===== src/rtl/rs_ctrl_pkg.sv =====
// Shared types, default sizes and helpers for the RS decoder frame controller.
package rs_ctrl_pkg;

    typedef enum logic [1:0] {
        IDLE = 2'd0,
        FEED = 2'd1,
        PAD  = 2'd2
    } in_state_t;

    // Sizes for the default configuration (N=255, CHECK=8); modules that take
    // N/CHECK as parameters derive their own widths with the functions below.
    localparam int DEF_N      = 255;
    localparam int DEF_CHECK  = 8;
    localparam int IDXW       = $clog2(DEF_N);
    localparam int W          = $clog2(DEF_CHECK / 2 + 1);
    localparam int PADF_DEPTH = 4;

    // Symbol index width for an n-symbol codeword (n >= 2).
    function automatic int idx_w(input int n);
        return (n > 2) ? $clog2(n) : 1;
    endfunction

    // Width of the corrected-symbol count reported by the decoder.
    function automatic int nerr_w(input int check);
        return (check >= 2) ? $clog2(check / 2 + 1) : 1;
    endfunction

    // Increment v, holding at the all-ones value of a w-bit counter (w <= 32).
    function automatic logic [31:0] sat_inc(input logic [31:0] v, input int w);
        logic [31:0] max;
        max = (w >= 32) ? '1 : ((32'd1 << w) - 32'd1);
        return (v >= max) ? v : v + 32'd1;
    endfunction

endpackage


===== src/rtl/rs_pad_tag_fifo.sv =====
// Small FIFO of 1-bit "block was zero-padded" tags, matching input codewords
// to the decoder output blocks that come out later.
module rs_pad_tag_fifo
    import rs_ctrl_pkg::*;
#(
    parameter int DEPTH = PADF_DEPTH
) (
    input  logic clk,
    input  logic reset,
    input  logic push,
    input  logic din,
    input  logic pop,
    output logic dout,
    output logic full,
    output logic empty
);
    localparam int PW = (DEPTH > 1) ? $clog2(DEPTH) : 1;
    localparam int CW = $clog2(DEPTH + 1);

    logic [DEPTH-1:0] mem;
    logic [PW-1:0]    wp, rp;
    logic [CW-1:0]    cnt;
    logic             do_push, do_pop;

    assign full    = (cnt == CW'(DEPTH));
    assign empty   = (cnt == '0);
    assign do_push = push && !full;
    assign do_pop  = pop && !empty;
    assign dout    = mem[rp];

    // Storage, pointers and occupancy; push+pop together leaves the count alone.
    always_ff @(posedge clk) begin
        if (reset) begin
            mem <= '0;
            wp  <= '0;
            rp  <= '0;
            cnt <= '0;
        end else begin
            if (do_push) begin
                mem[wp] <= din;
                wp      <= (wp == PW'(DEPTH - 1)) ? '0 : wp + PW'(1);
            end
            if (do_pop)
                rp <= (rp == PW'(DEPTH - 1)) ? '0 : rp + PW'(1);
            case ({do_push, do_pop})
                2'b10:   cnt <= cnt + CW'(1);
                2'b01:   cnt <= cnt - CW'(1);
                default: cnt <= cnt;
            endcase
        end
    end

endmodule


===== src/rtl/rs_dec_frame_ctrl.sv =====
// Frames the incoming symbol stream into N-symbol codewords for the RS lane
// decoder (zero-padding stalled codewords), strips parity from the decoder
// output and reports per-block status and saturating statistics.
module rs_dec_frame_ctrl
    import rs_ctrl_pkg::*;
#(
    parameter int M       = 8,
    parameter int N       = 255,
    parameter int CHECK   = 8,
    parameter int TIMEOUT = 4096,
    parameter int CNTW    = 16
) (
    input  logic                       clk,
    input  logic                       reset,
    input  logic [M-1:0]               in_data,
    input  logic                       in_valid,
    output logic                       in_ready,
    input  logic                       dec_sink_ena,
    output logic                       dec_sink_val,
    output logic                       dec_sink_sop,
    output logic                       dec_sink_eop,
    output logic [M-1:0]               dec_rsin,
    output logic                       dec_source_ena,
    input  logic                       dec_source_val,
    input  logic                       dec_source_sop,
    input  logic                       dec_source_eop,
    input  logic [M-1:0]               dec_rsout,
    input  logic [nerr_w(CHECK)-1:0]   dec_num_err_sym,
    input  logic                       dec_decfail,
    output logic                       dec_bypass,
    input  logic                       cfg_bypass,
    output logic [M-1:0]               out_data,
    output logic                       out_valid,
    input  logic                       out_ready,
    output logic                       blk_done,
    output logic                       blk_fail,
    output logic [nerr_w(CHECK)-1:0]   blk_nerr,
    output logic                       blk_padded,
    output logic [CNTW-1:0]            blk_cnt,
    output logic [CNTW-1:0]            fail_cnt
);
    localparam int IDX_W   = idx_w(N);
    localparam int TO_W    = $clog2(TIMEOUT + 1);
    localparam int PAYLOAD = N - CHECK;

    in_state_t        state, state_nx;
    logic [IDX_W-1:0] idx, idx_nx;
    logic [TO_W-1:0]  idle_cnt, idle_nx;
    logic             fire;
    logic             pf_push, pf_tag, pf_pop, pf_head, pf_full, pf_empty;

    logic [IDX_W-1:0] oidx, cur_oidx;
    logic             in_parity, src_acc;

    // Input state, symbol index and mid-codeword idle counter.
    always_ff @(posedge clk) begin
        if (reset) begin
            state    <= IDLE;
            idx      <= '0;
            idle_cnt <= '0;
        end else begin
            state    <= state_nx;
            idx      <= idx_nx;
            idle_cnt <= idle_nx;
        end
    end

    // Zero-latency sink drive plus next-state; a full tag FIFO holds off sop.
    always_comb begin
        in_ready     = 1'b0;
        dec_sink_val = 1'b0;
        dec_sink_sop = 1'b0;
        dec_sink_eop = 1'b0;
        dec_rsin     = '0;
        state_nx     = state;
        idx_nx       = idx;
        idle_nx      = idle_cnt;
        pf_push      = 1'b0;
        pf_tag       = 1'b0;
        if (!reset) begin
            unique case (state)
                IDLE: begin
                    in_ready     = dec_sink_ena && !pf_full;
                    dec_sink_val = in_valid && !pf_full;
                    dec_rsin     = in_data;
                end
                FEED: begin
                    in_ready     = dec_sink_ena;
                    dec_sink_val = in_valid;
                    dec_rsin     = in_data;
                end
                PAD: begin
                    dec_sink_val = 1'b1;
                    dec_rsin     = '0;
                end
                default: ;
            endcase
            dec_sink_sop = dec_sink_val && (state == IDLE);
            dec_sink_eop = dec_sink_val && (idx == IDX_W'(N - 1));
        end
        fire = dec_sink_val && dec_sink_ena;

        unique case (state)
            IDLE: begin
                if (fire) begin
                    state_nx = FEED;
                    idx_nx   = IDX_W'(1);
                    idle_nx  = '0;
                end
            end
            FEED: begin
                if (fire) begin
                    idle_nx = '0;
                    if (idx == IDX_W'(N - 1)) begin
                        state_nx = IDLE;
                        idx_nx   = '0;
                        pf_push  = 1'b1;
                    end else begin
                        idx_nx = idx + IDX_W'(1);
                    end
                end else if (idle_cnt == TO_W'(TIMEOUT - 1)) begin
                    state_nx = PAD;
                    idle_nx  = '0;
                end else begin
                    idle_nx = idle_cnt + TO_W'(1);
                end
            end
            PAD: begin
                if (fire) begin
                    if (idx == IDX_W'(N - 1)) begin
                        state_nx = IDLE;
                        idx_nx   = '0;
                        pf_push  = 1'b1;
                        pf_tag   = 1'b1;
                    end else begin
                        idx_nx = idx + IDX_W'(1);
                    end
                end
            end
            default: state_nx = IDLE;
        endcase
    end

    rs_pad_tag_fifo #(.DEPTH(PADF_DEPTH)) u_pad_fifo (
        .clk   (clk),
        .reset (reset),
        .push  (pf_push),
        .din   (pf_tag),
        .pop   (pf_pop),
        .dout  (pf_head),
        .full  (pf_full),
        .empty (pf_empty)
    );

    // Output side: sop restarts the index on its own beat; parity beats are
    // always accepted so a stalled consumer never blocks the decoder tail.
    assign cur_oidx       = dec_source_sop ? '0 : oidx;
    assign in_parity      = (cur_oidx >= IDX_W'(PAYLOAD));
    assign dec_source_ena = !reset && (out_ready || in_parity);
    assign src_acc        = dec_source_val && dec_source_ena;
    assign out_valid      = !reset && dec_source_val && !in_parity;
    assign out_data       = reset ? '0 : dec_rsout;
    assign pf_pop         = src_acc && dec_source_eop;

    // Output symbol index; returns to 0 after eop so idle ena tracks out_ready.
    always_ff @(posedge clk) begin
        if (reset)
            oidx <= '0;
        else if (src_acc)
            oidx <= dec_source_eop ? '0 : cur_oidx + IDX_W'(1);
    end

    // Block status pulse one cycle after the accepted eop, plus statistics.
    always_ff @(posedge clk) begin
        if (reset) begin
            blk_done   <= 1'b0;
            blk_fail   <= 1'b0;
            blk_nerr   <= '0;
            blk_padded <= 1'b0;
            blk_cnt    <= '0;
            fail_cnt   <= '0;
        end else begin
            blk_done <= pf_pop;
            if (pf_pop) begin
                blk_fail   <= dec_decfail;
                blk_nerr   <= dec_num_err_sym;
                blk_padded <= !pf_empty && pf_head;
                blk_cnt    <= CNTW'(sat_inc(32'(blk_cnt), CNTW));
                if (dec_decfail)
                    fail_cnt <= CNTW'(sat_inc(32'(fail_cnt), CNTW));
            end
        end
    end

    // Bypass is only allowed to change between codewords.
    always_ff @(posedge clk) begin
        if (reset)
            dec_bypass <= 1'b0;
        else if (state == IDLE)
            dec_bypass <= cfg_bypass;
    end

endmodule


===== config.mk =====
export PLATFORM = sky130hd
export DESIGN_NAME = rs_dec_frame_ctrl
export DESIGN_NICKNAME = d
export VERILOG_FILES = /design/src/rtl/rs_ctrl_pkg.sv /design/src/rtl/rs_pad_tag_fifo.sv /design/src/rtl/rs_dec_frame_ctrl.sv
export SDC_FILE = /design/constraint.sdc
export NUM_CORES = 1
export LEC_CHECK = 0
export CAP_MARGIN = 30
export CORE_ASPECT_RATIO = 1.25
export CORE_UTILIZATION = 25
export CTS_BUF_LIST = sky130_fd_sc_hd__clkbuf_2
export CTS_CLUSTER_SIZE = 28
export DETAILED_ROUTE_END_ITERATION = 16
export PLACE_DENSITY = 0.52
export SLEW_MARGIN = 30
export SYNTH_ARGS = -nofsm -noshare
export SYNTH_HDL_FRONTEND = slang
export SYNTH_SLANG_ARGS = --single-unit
export TNS_END_PERCENT = 10

===== constraint.sdc =====
create_clock -name clk -period 6.1 [get_ports clk]
set_clock_uncertainty 0.05 [all_clocks]
set_input_delay 0.61 -clock clk [delete_from_list [all_inputs] [get_ports clk]]
set_output_delay 0.61 -clock clk [all_outputs]
set_load 0.02 [all_outputs]

; Word-level counts from Yosys, hierarchy flattened
; Index checks and enable logic that the tools add are counted.
[word_totals]
register_bits = 81
latchBits = 0
ram_bits = 0
rom_bits = 0
input_bits = 29
out_inout_bits = 61
wordCells = 114
mem_count = 0
[op_classes]
addsub = 9
multipliers = 0
div_mod_pow = 0
order_cmp = 6
eq_ne = 13
shift = 0
n_mux = 38
bitwise = 2
reduce_logical = 31
[ops]
columns = cell, count
row1 = $mux 8, 8
row2 = $mux 13, 3
row3 = $add 16x1->16 const B, 2
row4 = $ge 16x16->1 const B, 2
row5 = $pmux 13 s2, 1
row6 = $add 8x1->8 const B, 2
row7 = $pmux 8 s2, 1
row8 = $logic_and 1x1->1, 14
row9 = $mux 2, 7
row10 = $add 13x1->13 const B, 1
row11 = $eq 13x12->1 const B, 1
row12 = $mux 1, 11
row13 = $reduce_and 3->1, 3
row14 = $eq 2x2->1 const B, 4
row15 = $eq 8x8->1 const B, 1
row16 = $ge 8x8->1 const B, 1
row17 = $lt 2x3->1 const B, 2
row18 = $pmux 2 s3, 1
row19 = $pmux 3 s2, 1
row20 = $reduce_bool 2->1, 3
row21 = $add 2x1->2 const B, 2
row22 = $bwmux 4, 1
row23 = $eq 2x1->1 const B, 2
row24 = $logic_not 1->1, 4
row25 = other kinds (17), 21

; Logic depth before layout (Yosys ltp)
; Gate-level depths: netlist of run 1.
[depth]
ltp_word = 12
mapped_depth = 12

; Hierarchy
; Synthesis of run 1 repeated with hierarchy kept, for this count alone.
[hier_totals]
hier_cells = 538
hier_area_um2 = 4473.0
[by_module_without_submodules]
columns = module, instances, cells_per_inst, area_each_um2, seq_area_each_um2
row1 = rs_dec_frame_ctrl, 1, 473, 3844.9, 1401.3
row2 = rs_pad_tag_fifo, 1, 65, 628.1, 220.2

; Worst setup path after synthesis of run 1
; Ideal clock, no wire load.
[synth_path]
path_type = input-to-reg
startpoint = input port dec_source_sop
endpoint = register u_pad_fifo.cnt[2]
arrival_ns = 2.816
slack_ns = 3.164
path_stages = 12
path_buffers = 0
cell_sequence = nor2b_1 ha_1 a21o_1 a41o_2 nand4_1 inv_1 ha_1 inv_1 fa_1 xor2_1 or3_1 a21oi_1
[synth_via]
elab_chain_len = 9
word_cells_on_any_way = 11
cone_classes = order compare: 1 / eq/ne: 2 / mux: 2 / reduce/logical: 6
[synth_rtl]
columns = item, line
row1 = from (decl), rs_dec_frame_ctrl.sv:25  ; input logic dec_source_sop,
row2 = $mux 8 *, rs_dec_frame_ctrl.sv:157  ; assign cur_oidx = dec_source_sop ? '0 : oidx;
row3 = $ge 8x8->1 *, rs_dec_frame_ctrl.sv:158  ; assign in_parity = (cur_oidx >= IDX_W'(PAYLOAD));
row4 = $logic_or 1x1->1 *, rs_dec_frame_ctrl.sv:159  ; assign dec_source_ena = !reset && (out_ready || in_parity);
row5 = $logic_and 1x1->1 *, rs_dec_frame_ctrl.sv:159
row6 = $logic_and 1x1->1 *, rs_dec_frame_ctrl.sv:160  ; assign src_acc = dec_source_val && dec_source_ena;
row7 = $logic_and 1x1->1 *, rs_dec_frame_ctrl.sv:163  ; assign pf_pop = src_acc && dec_source_eop;
row8 = $logic_and 1x1->1 *, rs_pad_tag_fifo.sv:28  ; assign do_pop = pop && !empty;
row9 = named net u_pad_fifo.do_pop, rs_pad_tag_fifo.sv:23  ; logic do_push, do_pop;
row10 = $eq 2x1->1 / $eq 2x2->1 (equally long branches), rs_pad_tag_fifo.sv:45  ; case ({do_push, do_pop})
row11 = $pmux 3 s2 / $reduce_bool 2->1 (equally long branches), --
row12 = to (signal assigned), rs_pad_tag_fifo.sv:46  ; 2'b10: cnt <= cnt + CW'(1);
row13 = to (signal assigned), rs_pad_tag_fifo.sv:47  ; 2'b01: cnt <= cnt - CW'(1);
row14 = to (signal assigned), rs_pad_tag_fifo.sv:48  ; default: cnt <= cnt;
row15 = to (decl), rs_pad_tag_fifo.sv:22  ; logic [CW-1:0] cnt;
; The timed path passes the listed nets; every way through them passes the cells marked *.
; A chain may end at the register's enable or synchronous reset.

; Worst setup path in the final report of run 1
[layout_path]
startpoint = register state[1]
endpoint = output port dec_sink_eop
[layout_via]
elab_chain_len = 5
word_cells_on_any_way = 7
cone_classes = eq/ne: 2 / mux: 3 / reduce/logical: 2
[layout_rtl]
columns = item, line
row1 = from (decl), rs_dec_frame_ctrl.sv:46  ; in_state_t state, state_nx;
row2 = from (signal assigned), rs_dec_frame_ctrl.sv:62  ; state <= state_nx;
row3 = $eq 2x2->1 (tied with other cells), rs_dec_frame_ctrl.sv:81  ; unique case (state)
row4 = $pmux 1 s3 *, rs_dec_frame_ctrl.sv:81
row5 = $mux 1 *, rs_dec_frame_ctrl.sv:80  ; if (!reset) begin
row6 = $logic_and 1x1->1 *, rs_dec_frame_ctrl.sv:99  ; dec_sink_eop = dec_sink_val && (idx == IDX_W'(N - 1));
row7 = $mux 1 *, rs_dec_frame_ctrl.sv:80
row8 = to (decl), rs_dec_frame_ctrl.sv:21  ; output logic dec_sink_eop,
; Every way passes the cells marked *; elsewhere a longest branch is shown, timed or not. The select of a mux whose other input is x is not followed.

==> impl_metrics.py, run 1 <==
metrics = {
    "clock_network": {
        "cts-resized-gates": 0,
        "cts_sinks": 81,
        "clockBufferDepth": 2,
        "cts_tree": "done",
        "clk_latency_ns": 0.56,
        "cts_setup_buffers": 0,
        "cts_hold_buf": 0,
        "htree_levels": 3,
        "clk_pin_slew_worst_paths_ns": 0.22,
        "cts_buffers": 9,
        "clock-root-buffer": "clkbuf_2",
    },
    "synthesis": {
        "syn-num-nets": 596,
        "synth_top_family_by_area": "simple AND/OR/NAND/NOR gates",
        "synthFlopType": "dfxtp_1",
        "synthSimpleGateAreaFrac": 0.310,
        "synth-xor-area-share": 0.0174,
        "async_flop_share": 0,
        "synth_area_um2": 4530,
        "ys_seq_area_frac": 0.358,
        "synth.distinct_cells": 66,
        "yosys_warnings": 0,
        "muxShareOfSynthArea": 0.0409,
        "synth.avg_cell_area_um2": 8.23,
        "synth_compound_area_frac": 0.178,
        "synthAdderAreaFrac": 0.0486,
        "synth-edff-count": 0,
        "syn-instance-count": 550,
        "ys_seq_elements": 81,
    },
    "die": {
        "fp.dieH_um": 152,
        "die_x_um": 122,
        "start_util": 0.258,
        "fp.dieArea_um2": 18700,
        "fp.coreArea_um2": 17600,
        "pin_count": 90,
        "num_rows": 54,
    },
    "sta": {
        "finalHoldWorstSlack_ns": 0.427,
        "period_minus_slack_ns": 3.60,
        "period_share": 0.590,
        "maxSlewHeadroom": 0.380,
        "fmax_ghz": 0.278,
        "rsz0062_at_grt": "no",
        "finalSetupViolCount": 0,
        "hold_viol_final": 0,
        "drv_slew": 0,
        "tns_ns": 0,
        "worstMarginPinSlew_ns": 0.930,
    },
    "placed_design": {
        "dp_hpwl_mm": 8.50,
        "gp_congestion": 0.839,
        "io_buffers": 89,
        "dpl_cell_area_um2": 5600,
    },
    "drt": {
        "wl_per_cell_um": 13.8,
        "drt-vias-per-instance": 5.08,
        "routed_wirelength_mm": 11.8,
        "vias": 4365,
        "drt_iter0_drc": 226,
        "ant_nets": 0,
        "drc": 0,
        "first_pass_iters": 4,
    },
    "grt": {
        "antenna_found_initial": 1,
        "grt_usage": 0.130,
        "grt_start_max_net_pins": 60,
        "grt_pass1_wl_mm": 19.7,
        "grt_overflow": 0,
        "grt_pass1_vias": 4137,
    },
    "worst_hold_path": {
        "worstHoldStart": "blk_nerr[0]$_SDFFE_PP0P_",
        "holdCritPathClass": "flop to flop",
        "whs_path_depth": 2,
    },
    "setup_path": {
        "r2r-start": "oidx[0]$_SDFFE_PP0N_",
        "rrSetupSlack_ns": 3.09,
        "start_kind": "flop",
        "reg2reg_depth": 12,
        "crit_fanout": 12,
        "crit_required_ns": 5.44,
        "critPathLaunch": "state[1]$_SDFFE_PP0P_",
        "cp.arrival_ns": 2.94,
        "crit_type": "flop to output port",
        "endpoint_kind": "output port",
    },
    "layout": {
        "fillCellCount": 1859,
        "final_area_um2": 5700,
        "drive_gt1_frac": 0.0741,
        "areaGrowthSynthToFinish_pct": 25.9,
        "mostFrequentLayoutCells": "88 x clkdlybuf4s50_1, 81 x dfxtp_1, 51 x nor2_1",
        "layout_commonest_cell": "clkdlybuf4s50_1",
        "final_nets": 676,
    },
    "outcome": {
        "status": "finished clean",
    },
    "power_and_ir_drop": {
        "p_leak_uw": 0.00189,
        "power_uw": 1150,
        "p_per_area_nw_per_um2": 201,
        "peakVddDrop_uv": 98.4,
    },
    "flow_run": {
        "max-cap-violations": 0,
    },
}
[cell type report]
type | instances | area [um^2] | share of cell area
Tap cell | 224 | 280 | 0.0492
Sequential cell | 81 | 1620 | 0.285
Timing Repair Buffer | 91 | 901 | 0.158
Antenna cell | 1 | 2.50 | 0.000439
Clock buffer | 11 | 55.1 | 0.00966
Multi-Input combinational cell | 420 | 2690 | 0.472
Clock inverter | 4 | 45.0 | 0.00790
Inverter | 27 | 101 | 0.0178
[state kept, by name, indices dropped and copies added (netlist names)]
signal,flops
dec_bypass,1
blk_fail,1
blk_padded,1
u_pad_fifo.wp,2
idx,8
blk_cnt,16
u_pad_fifo.mem,4
fail_cnt,16
idle_cnt,13
oidx,8
u_pad_fifo.rp,2
blk_nerr,3
u_pad_fifo.cnt,3
blk_done,1
state,2
[worst max-delay path: stages (launching register included)]
cell             delay (ns)
dfxtp_1                0.39
inv_1                  0.11
ha_1                   0.46
nand2_1                0.11
o21ai_1                0.44
and3_1                 0.25
clkdlybuf4s50_1        0.62
[through the flow]
| stage | setup WS [ns] | std cells | utilization |
|---|---|---|---|
| after global placement | 2.52 | 843 | 0.319 |
| after global routing | 2.23 | 859 | 0.324 |
| after floorplan | 3.16 | 550 | - |
| after detailed placement | 2.38 | 843 | 0.319 |
| after CTS | 2.43 | 858 | 0.324 |
| final | 2.50 | 859 | 0.324 |
[worst paths after layout]
kind,endpoint
setup / recovery,dec_sink_eop
hold / removal,blk_nerr[0]$_SDFFE_PP0P_
setup reg to reg,u_pad_fifo.cnt[2]$_SDFFE_PP0P_
hold reg to reg,blk_nerr[0]$_SDFFE_PP0P_
[power by group]
| part | internal [uW] | switching [uW] |
|---|---|---|
| logic | 122 | 201 |
| registers | 539 | 7.88 |
| clock network | 93.9 | 184 |
[logic make-up (layout without fill, tap and decap cells)]
family,Yosys count,after routing
other,0,1
AO/OA/AOI/OAI,126,126
AND/OR/NAND/NOR,252,252
adder cells (fa/ha/maj),17,17
flip-flops,81,81
multiplexers,16,16
buffers and inverters,49,133
XOR/XNOR,9,9
[routing by layer]
| layer | up-vias | share of wire | track usage |
|---|---|---|---|
| met5 | - | 0 | 0 |
| met4 | 0 | 0.017 | 0.0546 |
| met3 | 13 | 0.046 | 0.0292 |
| met2 | 104 | 0.50 | 0.222 |
| met1 | 2076 | 0.44 | 0.154 |
| li1 | 2172 | - | - |
[synthesized netlist by cell type, types with 3 or more instances]
master | instances | share of area
nor3_1 | 8 | 0.0088
ha_1 | 16 | 0.044
a41oi_1 | 3 | 0.0058
nor4_1 | 12 | 0.017
clkbuf_1 | 10 | 0.0083
mux2_2 | 9 | 0.022
o31ai_1 | 15 | 0.025
xor2_1 | 7 | 0.014
or4_1 | 15 | 0.025
o31a_1 | 3 | 0.0058
or3_1 | 12 | 0.017
mux2i_1 | 5 | 0.011
dfxtp_1 | 81 | 0.36
nor2b_1 | 18 | 0.025
nand3_1 | 27 | 0.030
nand2_1 | 44 | 0.036
nand3b_1 | 3 | 0.0050
o41ai_1 | 5 | 0.0097
and2_1 | 11 | 0.015
a21oi_1 | 50 | 0.055
or2_2 | 5 | 0.0069
o311ai_0 | 5 | 0.0097
nand4_1 | 15 | 0.021
nor2_1 | 51 | 0.042
buf_2 | 6 | 0.0066
a31oi_1 | 5 | 0.0069
o21ai_0 | 21 | 0.023
nor3b_1 | 3 | 0.0050
and3_1 | 11 | 0.015
inv_1 | 26 | 0.022
(Power assumes the default switching activity.)
==> inputs of run 2 (changes only) <==
- PLACE_DENSITY: 0.52 -> 0.53
- clock period: 6.1 -> 2.95 ns (I/O delays scaled with it)
==> run 2 against run 1 <==
Final cell count up 2.8%. Cell area rose by 4.0%. Hold slack got worse by 0.36 ns. Non-clock buffer count increased by 24. Setup slack got worse by 2.3 ns. First-iteration DRC count decreased by 24%. Critical endpoint is now u_pad_fifo.cnt[2]$_SDFFE_PP0P_. Largest cell class unchanged. Largest power group unchanged.
==> impl_metrics.py, run 2 (same netlist as run 1, synthesis figures left out) <==
metrics = {
    "die": {
        "die_x_um": 122,
        "start_util": 0.258,
        "fp.dieArea_um2": 18700,
        "fp.coreArea_um2": 17600,
        "num_rows": 54,
        "fp.dieH_um": 152,
        "pin_count": 90,
    },
    "placed_design": {
        "dp_hpwl_mm": 8.84,
        "gp_congestion": 0.850,
        "io_buffers": 89,
        "preCtsSetupSlack_ns": -0.0860,
    },
    "layout": {
        "antenna_cells": 0,
        "layout_commonest_cell": "clkdlybuf4s50_1",
        "mostFrequentLayoutCells": "82 x clkdlybuf4s50_1, 80 x dfxtp_1, 50 x a21oi_1, 50 x nor2_1, 44 x nand2_1",
        "areaGrowthSynthToFinish_pct": 30.9,
        "drive_gt1_frac": 0.115,
        "reg.largest.list": "blk_cnt x16, fail_cnt x16, idle_cnt x13",
        "final_nets": 700,
        "fillCellCount": 1844,
    },
    "clock_network": {
        "cts_hold_buf": 0,
        "htree_levels": 3,
        "cts_tree": "done",
        "cts_setup_buffers": 0,
        "clockBufferDepth": 2,
        "clock-root-buffer": "clkbuf_2",
        "cts_sinks": 81,
        "clk_pin_slew_worst_paths_ns": 0.22,
        "clk_latency_ns": 0.58,
        "cts_buffers": 9,
    },
    "setup_path": {
        "reg2reg_depth": 11,
        "cp.arrival_ns": 3.19,
        "r2r-end": "u_pad_fifo.cnt[2]$_SDFFE_PP0P_",
        "rrSetupSlack_ns": 0.23,
        "crit_required_ns": 3.42,
        "crit_type": "flop to flop",
        "endpoint_kind": "flop",
        "crit_fanout": 6,
        "r2r-start": "state[1]$_SDFFE_PP0P_",
        "start_kind": "flop",
    },
    "drt": {
        "first_pass_iters": 4,
        "ant_nets": 0,
        "drc": 0,
        "routed_wirelength_mm": 12.1,
        "vias": 4400,
        "drt_iter0_drc": 172,
        "drt-vias-per-instance": 4.98,
        "wl_per_cell_um": 13.7,
    },
    "grt": {
        "grt_overflow": 0,
        "grt_start_max_net_pins": 48,
        "grt_usage": 0.133,
        "antenna_found_initial": 0,
        "grt_pass1_vias": 4200,
        "grt_pass1_wl_mm": 19.9,
    },
    "sta": {
        "worstMarginPinSlew_ns": 0.806,
        "timing.final.ws_setup_ns": 0.226,
        "maxSlewHeadroom": 0.458,
        "period_minus_slack_ns": 2.72,
        "finalSetupViolCount": 0,
        "drv_slew": 0,
        "rsz0062_at_grt": "no",
        "hold_viol_final": 0,
        "period_share": 0.923,
        "fmax_ghz": 0.367,
    },
    "flow_run": {
        "max-cap-violations": 0,
    },
    "outcome": {
        "status": "finished clean",
    },
    "worst_hold_path": {
        "hold_end": "dec_bypass$_SDFFE_PP0P_",
        "holdCritPathClass": "input port to flop",
        "worstHoldStart": "reset",
        "whs_path_depth": 2,
    },
    "power_and_ir_drop": {
        "peakVddDrop_uv": 279,
        "p_leak_uw": 0.00209,
        "p_per_area_nw_per_um2": 420,
        "power_uw": 2490,
    },
}
-- run 2: stage by stage --
step	cell area, um^2	util	TNS [ns]	cells	hold slack, ns
detailed placement	5790	0.330	-0.0860	867	0.402
finish	5930	0.337	0	883	0.0694
CTS	5900	0.336	-0.0453	883	0.0104
floorplan	4530	-	0	550	0.381
global route	5930	0.337	0	883	0.0615
global placement	5790	0.330	0	867	0.394
-- run 2: how the worst max path moves through the flow --
stage / cells past startpoint / startpoint / to / slack [ns]
after global placement: 13 / dec_source_sop / u_pad_fifo.cnt[2]$_SDFFE_PP0P_ / 0.03
after detailed placement: 13 / dec_source_sop / u_pad_fifo.cnt[2]$_SDFFE_PP0P_ / -0.09
after floorplan: 12 / oidx[0]$_SDFFE_PP0N_ / u_pad_fifo.cnt[2]$_SDFFE_PP0P_ / 0.28
after CTS: 7 / state[0]$_SDFFE_PP0P_ / dec_sink_sop / -0.03
final: 11 / state[1]$_SDFFE_PP0P_ / u_pad_fifo.cnt[2]$_SDFFE_PP0P_ / 0.23
after global routing: 6 / state[1]$_SDFFE_PP0P_ / dec_rsin[1] / 0.02
-- run 2: cell type report --
| type | instances | area (um^2) | share of cell area |
|---|---|---|---|
| timing repair buffer | 115 | 1100 | 0.186 |
| sequential | 81 | 1620 | 0.274 |
| inverter | 27 | 101 | 0.0171 |
| tap | 224 | 280 | 0.0473 |
| clock buffer | 10 | 50.0 | 0.00845 |
| clock inverter | 6 | 58.8 | 0.00992 |
| multi-input combinational | 420 | 2710 | 0.457 |
-- run 2: what timing repair did --
item	4_1_cts	5_1_grt
pin swaps	0	0
endpoints found under the setup margin	13	13
endpoints found under the hold margin	0	0
resized for setup	3	9
-- run 2: worst max-delay path, stage by stage, from the launching register on --
cell,delay [ns]
dfxtp_1,0.43
inv_1,0.10
ha_2,0.38
inv_1,0.12
nor4_4,0.47
nand3_2,0.15
ha_1,0.21
inv_1,0.07
fa_1,0.18
xor2_1,0.07
or3_1,0.31
a21oi_1,0.14
-- run 2: power breakdown --
part | switching (uW) | leakage [uW] | internal [uW] | total, uW
registers | 17.2 | 0.000653 | 1120 | 1130
clock network | 409 | 0.0000654 | 192 | 601
logic | 440 | 0.00137 | 316 | 757
total | 866 | 0.00209 | 1620 | 2490
-- run 2: metal layers --
layer | share of wire | track usage | vias up | wire (um)
met2 | 0.50 | 0.229 | 89 | 5990
met4 | 0.016 | 0.0575 | 0 | 190
met5 | 0 | 0 | - | 0
met1 | 0.45 | 0.157 | 2076 | 5450
li1 | - | - | 2221 | -
met3 | 0.036 | 0.0254 | 14 | 440
==> inputs of run 3 (changes only) <==
- PLACE_DENSITY: 0.53 -> 0.52
- clock period: 2.95 -> 2.88 ns (I/O delays scaled with it)
==> run 3 against run 2 <==
Count of clock-buffer cells in the layout is the same. Sequential share of layout area shrank 0.45 points. Die area is the same. Combinational power fell by 0.7%. Sequential cell count stayed put. Wire length increased by 0.19%. Hold slack better by 0.17 ns. Register-to-register slack worse by 0.02 ns. Non-clock buffer count up 7. Global-route usage up 0.30 points. Utilization is 0.54 points higher. Largest power group unchanged. Highest routed layer unchanged.
==> impl_metrics.py, run 3 (same netlist as run 1, synthesis figures left out) <==
metrics = {
    "sta": {
        "finalSetupViolCount": 0,
        "tns_ns": 0,
        "hold_viol_final": 0,
        "period_share": 0.936,
        "maxSlewHeadroom": 0.432,
        "period_minus_slack_ns": 2.69,
        "fmax_ghz": 0.371,
        "rsz0062_at_grt": "yes",
        "drv_slew": 0,
        "worstMarginPinSlew_ns": 0.846,
    },
    "layout": {
        "drive_gt1_frac": 0.122,
        "ff_latch_area_um2": 1620,
        "multi_input_area_um2": 2710,
        "fin_util": 0.343,
        "finalNonFillerCells": 891,
        "final_nets": 707,
        "areaGrowthSynthToFinish_pct": 33.0,
        "mostFrequentLayoutCells": "82 x clkdlybuf4s50_1, 81 x dfxtp_1, 50 x a21oi_1, 50 x nor2_1, 44 x nand2_1",
        "fillCellCount": 1849,
        "reg.largest.list": "blk_cnt x16, fail_cnt x16, idle_cnt x13",
        "layout_commonest_cell": "clkdlybuf4s50_1",
        "final_area_um2": 6020,
    },
    "outcome": {
        "status": "finished clean",
    },
    "clock_network": {
        "cts_tree": "done",
        "cts_sinks": 81,
        "clockBufferDepth": 2,
        "cts_buffers": 9,
        "cts_setup_buffers": 0,
        "clock-root-buffer": "clkbuf_2",
        "htree_levels": 3,
        "clk_pin_slew_worst_paths_ns": 0.23,
        "clk_latency_ns": 0.56,
    },
    "setup_path": {
        "slowest_delay_ns": 0.54,
        "start_kind": "flop",
        "crit_type": "flop to output port",
        "cp_slowest_cell": "clkdlybuf4s50_1",
        "cp.arrival_ns": 2.36,
        "endpoint_kind": "output port",
        "critical_path_cell_count": 6,
        "crit_fanout": 9,
        "reg2reg_depth": 11,
        "path_buf_inv": 2,
        "crit_required_ns": 2.54,
        "critical_path.cell_chain": "inv_1 > ha_1 > nor2_1 > nor2_4 > and2_1 > clkdlybuf4s50_1",
        "cp_top_family": "buffers and inverters",
    },
    "placed_design": {
        "gp_congestion": 0.833,
        "io_buffers": 89,
        "dp_hpwl_mm": 9.14,
        "dpl_cell_area_um2": 5830,
        "place_inst": 873,
    },
    "die": {
        "fp.coreArea_um2": 17600,
        "pin_count": 90,
        "fp.dieH_um": 152,
        "start_util": 0.258,
        "fp.dieArea_um2": 18700,
        "die_x_um": 122,
        "num_rows": 54,
    },
    "grt": {
        "grt_pass1_wl_mm": 20.5,
        "grt_pass1_vias": 4214,
        "grt_start_max_net_pins": 40,
        "grt_usage": 0.136,
        "grt_overflow": 0,
        "antenna_found_initial": 1,
    },
    "power_and_ir_drop": {
        "power_frac_clock": 0.290,
        "power_frac_comb": 0.279,
        "p_leak_uw": 0.00209,
        "p_sw_frac": 0.321,
        "p_seq_frac": 0.430,
        "p_sw_uw": 865,
        "power_uw": 2690,
        "peakVddDrop_uv": 215,
        "power.internal_uw": 1830,
        "p_per_area_nw_per_um2": 447,
    },
    "worst_hold_path": {
        "whs_path_depth": 3,
        "holdCritPathClass": "input port to flop",
    },
    "drt": {
        "routed_wirelength_mm": 12.1,
        "first_pass_iters": 6,
        "vias": 4427,
        "drt-vias-per-instance": 4.97,
        "drt_iter0_drc": 212,
        "wl_per_cell_um": 13.6,
        "drc": 0,
        "ant_nets": 0,
    },
    "flow_run": {
        "max-cap-violations": 0,
    },
}
[run 3: area by class of cell]
class	instances	share of cell area
multi-input cells	420	0.451
flip-flops and latches	81	0.269
repair buffers	122	0.190
well taps	224	0.0466
clock inverters	6	0.0177
inverters	27	0.0168
clock buffers	10	0.00831
diodes	1	0.000416
[run 3: worst paths after layout]
path | startpoint | to | slack (ns)
worst max-delay path | state[1]$_SDFFE_PP0P_ | dec_rsin[3] | 0.19
worst min register to register | blk_nerr[2]$_SDFFE_PP0P_ | blk_nerr[2]$_SDFFE_PP0P_ | 0.43
worst min-delay path | dec_num_err_sym[1] | blk_nerr[1]$_SDFFE_PP0P_ | 0.24
worst max register to register | state[1]$_SDFFE_PP0P_ | u_pad_fifo.cnt[2]$_SDFFE_PP0P_ | 0.21
[run 3: tightest hold or removal path: stages]
cell	delay, ns
clkdlybuf4s50_1	0.40
nand2_1	0.06
a21oi_1	0.05
[run 3: routing by layer]
metal | GRT usage | up-vias | routed length [um]
met4 | 0.0436 | 0 | 104
met5 | 0 | - | 0
met3 | 0.0284 | 8 | 582
li1 | - | 2235 | -
met2 | 0.231 | 102 | 5970
met1 | 0.168 | 2082 | 5440
[run 3: power by group through the flow]
stage | Clock [uW] | Sequential (uW) | Combinational [uW]
2_1_floorplan | 0 | 1180 | 444
3_3_place_gp | 0 | 1180 | 744
3_5_place_dp | 0 | 1180 | 750
4_1_cts | 821 | 1160 | 751
5_1_grt | 862 | 1160 | 836
6_report | 781 | 1160 | 752
[run 3: repair_timing]
item                                    CTS  global route
endpoints found under the setup margin   13            11
cloned                                    0             0
hold buffers                              1             0
hold endpoints to repair                  7             0
gates resized for setup                   9             3
[run 3: through the flow]
stage,hold slack (ns),setup WS [ns]
floorplan,0.374,0.205
CTS,0.174,0.000447
finish,0.239,0.185
global route,0.193,-0.0120
global placement,0.397,-0.121
detailed placement,0.409,-0.237
